<file path="src/rtl/dec_pipe.sv">
// Pipelined instruction decoder: decodes one instruction word per cycle into a registered bundle,
// with a two-word load-immediate prefix, a halt state, and a saturating count of handed-off bundles.
module dec_pipe #(
   parameter int unsigned IW  = 16,
   parameter int unsigned RAB = 2,
   parameter int unsigned CW  = 16
) (
   input  logic           clk,
   input  logic           rst_n,
   input  logic           i_valid,
   output logic           i_ready,
   input  logic [IW-1:0]  ins,
   input  logic           flush,
   input  logic           resume,
   output logic           o_valid,
   input  logic           o_ready,
   output logic           h,
   output logic           we,
   output logic [RAB-1:0] wad,
   output logic [RAB-1:0] ra,
   output logic [RAB-1:0] rb,
   output logic [3:0]     op,
   output logic [1:0]     liop,
   output logic [IW-1:0]  iv,
   output logic           ivw,
   output logic           ill,
   output logic [CW-1:0]  cnt
);

   localparam logic [1:0] LiopLil = 2'b00;
   localparam logic [1:0] LiopLih = 2'b01;
   localparam logic [1:0] LiopImm = 2'b10;
   localparam logic [1:0] LiopThu = 2'b11;
   localparam logic [3:0] OpThb   = 4'b1111;

   typedef enum logic [1:0] {
      StRun,
      StLiwWait,
      StHalted
   } state_e;

   typedef struct packed {
      logic           h;
      logic           we;
      logic [RAB-1:0] wad;
      logic [RAB-1:0] ra;
      logic [RAB-1:0] rb;
      logic [3:0]     op;
      logic [1:0]     liop;
      logic [IW-1:0]  iv;
      logic           ivw;
      logic           ill;
   } bundle_t;

   localparam bundle_t BunRst = '{
      h:    1'b0,
      we:   1'b0,
      wad:  '0,
      ra:   '0,
      rb:   '0,
      op:   OpThb,
      liop: LiopThu,
      iv:   '0,
      ivw:  1'b0,
      ill:  1'b0
   };

   state_e          r_state;
   bundle_t         r_bun;
   logic            r_valid;
   logic [RAB-1:0]  r_liw_wad;
   logic [CW-1:0]   r_cnt;

   bundle_t         w_dec;
   bundle_t         w_liw_bun;
   logic [3:0]      w_opc;
   logic            w_is_liw;
   logic            w_is_halt;
   logic            w_acc;
   logic            w_hs;

   assign i_ready = (r_state != StHalted) && (!r_valid || o_ready);
   assign w_acc   = i_valid && i_ready;
   assign w_hs    = r_valid && o_ready;
   assign w_opc   = ins[IW-1:IW-4];

   // Address fields are 2 bits in the encoding; the cast zero-extends or keeps the LSB.
   always_comb begin
      w_dec     = BunRst;
      w_is_liw  = 1'b0;
      w_is_halt = 1'b0;
      case (w_opc)
         4'b0000: begin
            if (ins[0] && (ins[IW-5:1] == '0)) begin
               w_dec.h   = 1'b1;
               w_is_halt = 1'b1;
            end
         end
         4'b0001: begin
            w_dec.we  = 1'b1;
            w_dec.wad = RAB'(ins[9:8]);
            w_dec.op  = ins[7:4];
            w_dec.ra  = RAB'(ins[3:2]);
            w_dec.rb  = RAB'(ins[1:0]);
         end
         4'b0010: begin
            w_dec.we   = 1'b1;
            w_dec.wad  = RAB'(ins[9:8]);
            w_dec.iv   = IW'(ins[7:0]);
            w_dec.liop = LiopImm;
         end
         4'b0011: begin
            w_dec.wad = RAB'(ins[9:8]);
            w_is_liw  = 1'b1;
         end
         4'b0100, 4'b0101: begin
            w_dec.we   = 1'b1;
            w_dec.wad  = RAB'(ins[11:10]);
            w_dec.rb   = RAB'(ins[9:8]);
            w_dec.iv   = IW'(ins[7:0]);
            w_dec.liop = ins[IW-4] ? LiopLih : LiopLil;
         end
         // The opcode LSB doubles as the single ALU-op bit of the immediate form.
         4'b1000, 4'b1001: begin
            w_dec.we   = 1'b1;
            w_dec.wad  = RAB'(ins[11:10]);
            w_dec.ra   = RAB'(ins[9:8]);
            w_dec.op   = {3'b000, ins[IW-4]};
            w_dec.iv   = IW'(ins[7:0]);
            w_dec.liop = LiopImm;
         end
         default: begin
            w_dec.ill = 1'b1;
         end
      endcase
   end

   // Second word of a prefixed load is taken raw, never decoded.
   always_comb begin
      w_liw_bun      = BunRst;
      w_liw_bun.we   = 1'b1;
      w_liw_bun.wad  = r_liw_wad;
      w_liw_bun.iv   = ins;
      w_liw_bun.ivw  = 1'b1;
      w_liw_bun.liop = LiopImm;
   end

   always_ff @(posedge clk or negedge rst_n) begin
      if (!rst_n) begin
         r_state   <= StRun;
         r_bun     <= BunRst;
         r_valid   <= 1'b0;
         r_liw_wad <= '0;
         r_cnt     <= '0;
      end else begin
         if (w_hs && (r_cnt != '1)) begin
            r_cnt <= r_cnt + CW'(1);
         end
         if (flush) begin
            r_valid <= 1'b0;
            if (r_state == StLiwWait) begin
               r_state <= StRun;
            end else if ((r_state == StHalted) && resume) begin
               r_state <= StRun;
            end
         end else begin
            case (r_state)
               StRun: begin
                  if (w_acc) begin
                     if (w_is_liw) begin
                        r_liw_wad <= w_dec.wad;
                        r_valid   <= 1'b0;
                        r_state   <= StLiwWait;
                     end else begin
                        r_bun   <= w_dec;
                        r_valid <= 1'b1;
                        if (w_is_halt) begin
                           r_state <= StHalted;
                        end
                     end
                  end else if (w_hs) begin
                     r_valid <= 1'b0;
                  end
               end
               StLiwWait: begin
                  if (w_acc) begin
                     r_bun   <= w_liw_bun;
                     r_valid <= 1'b1;
                     r_state <= StRun;
                  end else if (w_hs) begin
                     r_valid <= 1'b0;
                  end
               end
               StHalted: begin
                  if (w_hs) begin
                     r_valid <= 1'b0;
                  end
                  if (resume) begin
                     r_state <= StRun;
                  end
               end
               default: begin
                  r_state <= StRun;
               end
            endcase
         end
      end
   end

   assign o_valid = r_valid;
   assign h       = r_bun.h;
   assign we      = r_bun.we;
   assign wad     = r_bun.wad;
   assign ra      = r_bun.ra;
   assign rb      = r_bun.rb;
   assign op      = r_bun.op;
   assign liop    = r_bun.liop;
   assign iv      = r_bun.iv;
   assign ivw     = r_bun.ivw;
   assign ill     = r_bun.ill;
   assign cnt     = r_cnt;

endmodule

</file>
<file path="config.mk">
export PLATFORM = sky130hd
export DESIGN_NAME = dec_pipe
export DESIGN_NICKNAME = d
export VERILOG_FILES = /design/src/rtl/dec_pipe.sv
export SDC_FILE = /design/constraint.sdc
export NUM_CORES = 1
export LEC_CHECK = 0
export ABC_AREA = 1
export CAP_MARGIN = 15
export CORE_MARGIN = 3
export CORE_UTILIZATION = 49
export CTS_BUF_LIST = sky130_fd_sc_hd__clkbuf_16
export DETAILED_ROUTE_END_ITERATION = 12
export PLACE_DENSITY_LB_ADDON = 0.12
export SLEW_MARGIN = 20
export SYNTH_ARGS = -nofsm -noshare
export SYNTH_HDL_FRONTEND = slang
export SYNTH_SLANG_ARGS = --single-unit
</file>
<file path="constraint.sdc">
create_clock -name clk -period 1.9 [get_ports clk]
set_input_delay 0.38 -clock clk [delete_from_list [all_inputs] [get_ports clk]]
set_output_delay 0.38 -clock clk [all_outputs]
set_load 0.02 [all_outputs]
</file>
==> impl_metrics.tcl <==
set metrics [dict create \
    htreeDepth 2 \
    synth_area_per_cell_um2 7.42 \
    cts-root-buf "clkbuf_16" \
    cp_data_arrival_time_ns 1.46 \
    drt_wl_total_um 7160 \
    status "finished, final reports clean" \
    cts_tree "yes" \
    power_density_nw_per_um2 778 \
    syn-num-nets 411 \
    hold_buffers 0 \
    worst_slack_ns 0.0649 \
    worstMarginPinSlew_ns 0.492 \
    cts.clk_slew.worst_paths_ns 0.07 \
    avgRoutedWirePerCell_um 12.8 \
    design_area_um2 3960 \
    yosysWarnings 0 \
    cts_setup_buffers 0 \
    coreArea_um2 5570 \
    cts_buffers 5 \
    yosysSeqAreaShare 0.467 \
    netlist_area_um2 2860 \
    synthTopCellsByArea "dfrtp_1, nand2_1, nor2_1" \
    peakVddDrop_uv 441 \
    placed_area_um2 3820 \
    stdcell_count 558 \
    start_util 0.513 \
    first_global_vias 2521 \
    grt_use_total 0.224 \
    synth_edf_count 0 \
    start_kind "register" \
    synthCells 385 \
    synthDominantCellAreaShare 0.412 \
    overflow 0 \
    grt_antenna_before_repair 0 \
    async_flop_share 1.00 \
    synth.top_cells.by_count "nand2_1, dfrtp_1, nor2_1" \
    drc 0 \
    area_growth_pct 38.5 \
    max_cap_viol_count 0 \
    die-height_um 82.4 \
    dr.pass1.iters 4 \
    final_util 0.710 \
    hp-class "in2async" \
    path_max_fanout 5 \
    hold-worst-slack_ns 0.0468 \
    synthMostInstantiatedCell "nand2_1" \
    rows 27 \
    worst_setup_path_end_kind "primary output" \
    critPathRequiredTime_ns 1.52 \
    hold_viol 0 \
    finalMaxSlewViolations 0 \
    fin_crit_ns 1.84 \
    place_hpwl_um 5570 \
    clock-sinks 53 \
    ant_nets 0 \
    portBuffers 71 \
    clock.fmax_mhz 545 \
    finClkSkew_ns 0.00934 \
    crit_type "reg2out" \
    numPlacedInstances 550 \
    drt_iter0_markers 132 \
    diodes 0 \
    drive_above_1_share 0.123 \
    synth_cell_types 27 \
    die_area_um2 6780 \
    vias_per_cell 5.03 \
    grt_pass1_wl_um 11700 \
    synth_area_leader_cell "dfrtp_1" \
    cts_buffer_depth 2 \
    rsz0062_at_grt "true" \
    final_nets 511 \
    io_pins 72 \
    dp_slack_ns -0.127 \
    setup_viol 0 \
    worstSkewPairLatency_ns 0.30 \
    die_w_um 82.4 \
    p_leak_nw 1.86 \
    synthFlopType "dfrtp_1" \
    slew_headroom 0.672 \
    min_period_over_period 0.966 \
    grt_max_degree 35 \
    ys_ff_latch 53 \
    gp_congestion 0.919 \
    r2r_slack_ns 0.17 \
    vias 2805 \
]
## power breakdown
| part | leakage, nW | internal, mW | switching, mW |
|---|---|---|---|
| clock | 0.0748 | 0.480 | 0.405 |
| combinational | 1.09 | 0.391 | 0.440 |
| sequential | 0.699 | 1.26 | 0.102 |
| total | 1.86 | 2.13 | 0.948 |
## sequential cells by signal (all words and copies together), names as in the netlist, 2 cells and up
name and flops:
cnt 16, iv 16, liop 2, op 4, r_liw_wad 2, r_state 2, ra 2, rb 2
wad 2
## layout make-up
cell class / instances / area (µm²)
multi-input cells: 290 / 1330
clock buffers: 5 / 125
flip-flops and latches: 53 / 1330
inverters: 35 / 133
repair buffers: 100 / 936
well taps: 72 / 90.1
fillers: 465 / 1620
clock inverters: 3 / 13.8
## logic make-up (layout without fill, tap and decap cells)
group / Yosys count / after routing / synth area share
buffers and inverters: 42 / 143 / 0.0687
adders and majority gates: 4 / 4 / 0.0175
xor gates and xnor gates: 10 / 10 / 0.0306
and+or+nand+nor: 240 / 240 / 0.351
DFF: 53 / 53 / 0.467
AOI/OAI and AO/OA: 36 / 36 / 0.0657
## worst paths after layout
path / startpoint / depth (start not counted) / to
hold / removal: rst_n / 1 / r_liw_wad[0]
max in group asynchronous: rst_n / 2 / liop[0]
setup reg to reg: r_state[0] / 10 / iv[3]
min in group clk: liop[0] / 2 / liop[0]
hold reg to reg: liop[0] / 2 / liop[0]
setup / recovery: r_state[0] / 4 / i_ready
## through the flow
step | setup TNS [ns] | power [mW]
global route | -0.0000258 | 3.23
CTS | 0 | 3.09
global placement | -0.800 | 2.20
finish | 0 | 3.08
detailed placement | -1.97 | 2.22
floorplan | 0 | 1.80
## layout by cell type, fill, tap and decap left out, types with 4 or more instances in the layout
| master | n |
|---|---|
| o21ai_1 | 13 |
| o21ai_0 | 16 |
| ha_1 | 4 |
| dfstp_2 | 6 |
| xnor2_1 | 6 |
| nor2_1 | 47 |
| buf_4 | 28 |
| nand2_1 | 148 |
| nor2_2 | 5 |
| clkbuf_16 | 5 |
| dfrtp_1 | 47 |
| nor3_1 | 4 |
| inv_1 | 31 |
| nand3_1 | 27 |
| inv_2 | 4 |
| xor2_1 | 4 |
| clkdlybuf4s50_1 | 69 |
## critical path, cell delays in order (launching register included)
cell and delay [ns]:
dfrtp_1 0.39, inv_1 0.08, ha_1 0.25, a21oi_1 0.13
clkdlybuf4s15_1 0.31
## metal layers
metal / up-vias / wire length, µm / share of wire / GRT usage
li1: 1406 / - / - / -
met1: 1294 / 3320 / 0.46 / 0.317
met2: 96 / 3200 / 0.45 / 0.353
met3: 9 / 534 / 0.075 / 0.0434
met4: 0 / 101 / 0.014 / 0.0532
met5: - / 0 / 0 / 0
## timing repair
action,in CTS,in global routing
hold endpoints to repair,0,0
resized for setup,1,2
setup endpoints to repair,1,5
(Power assumes the default switching activity.)
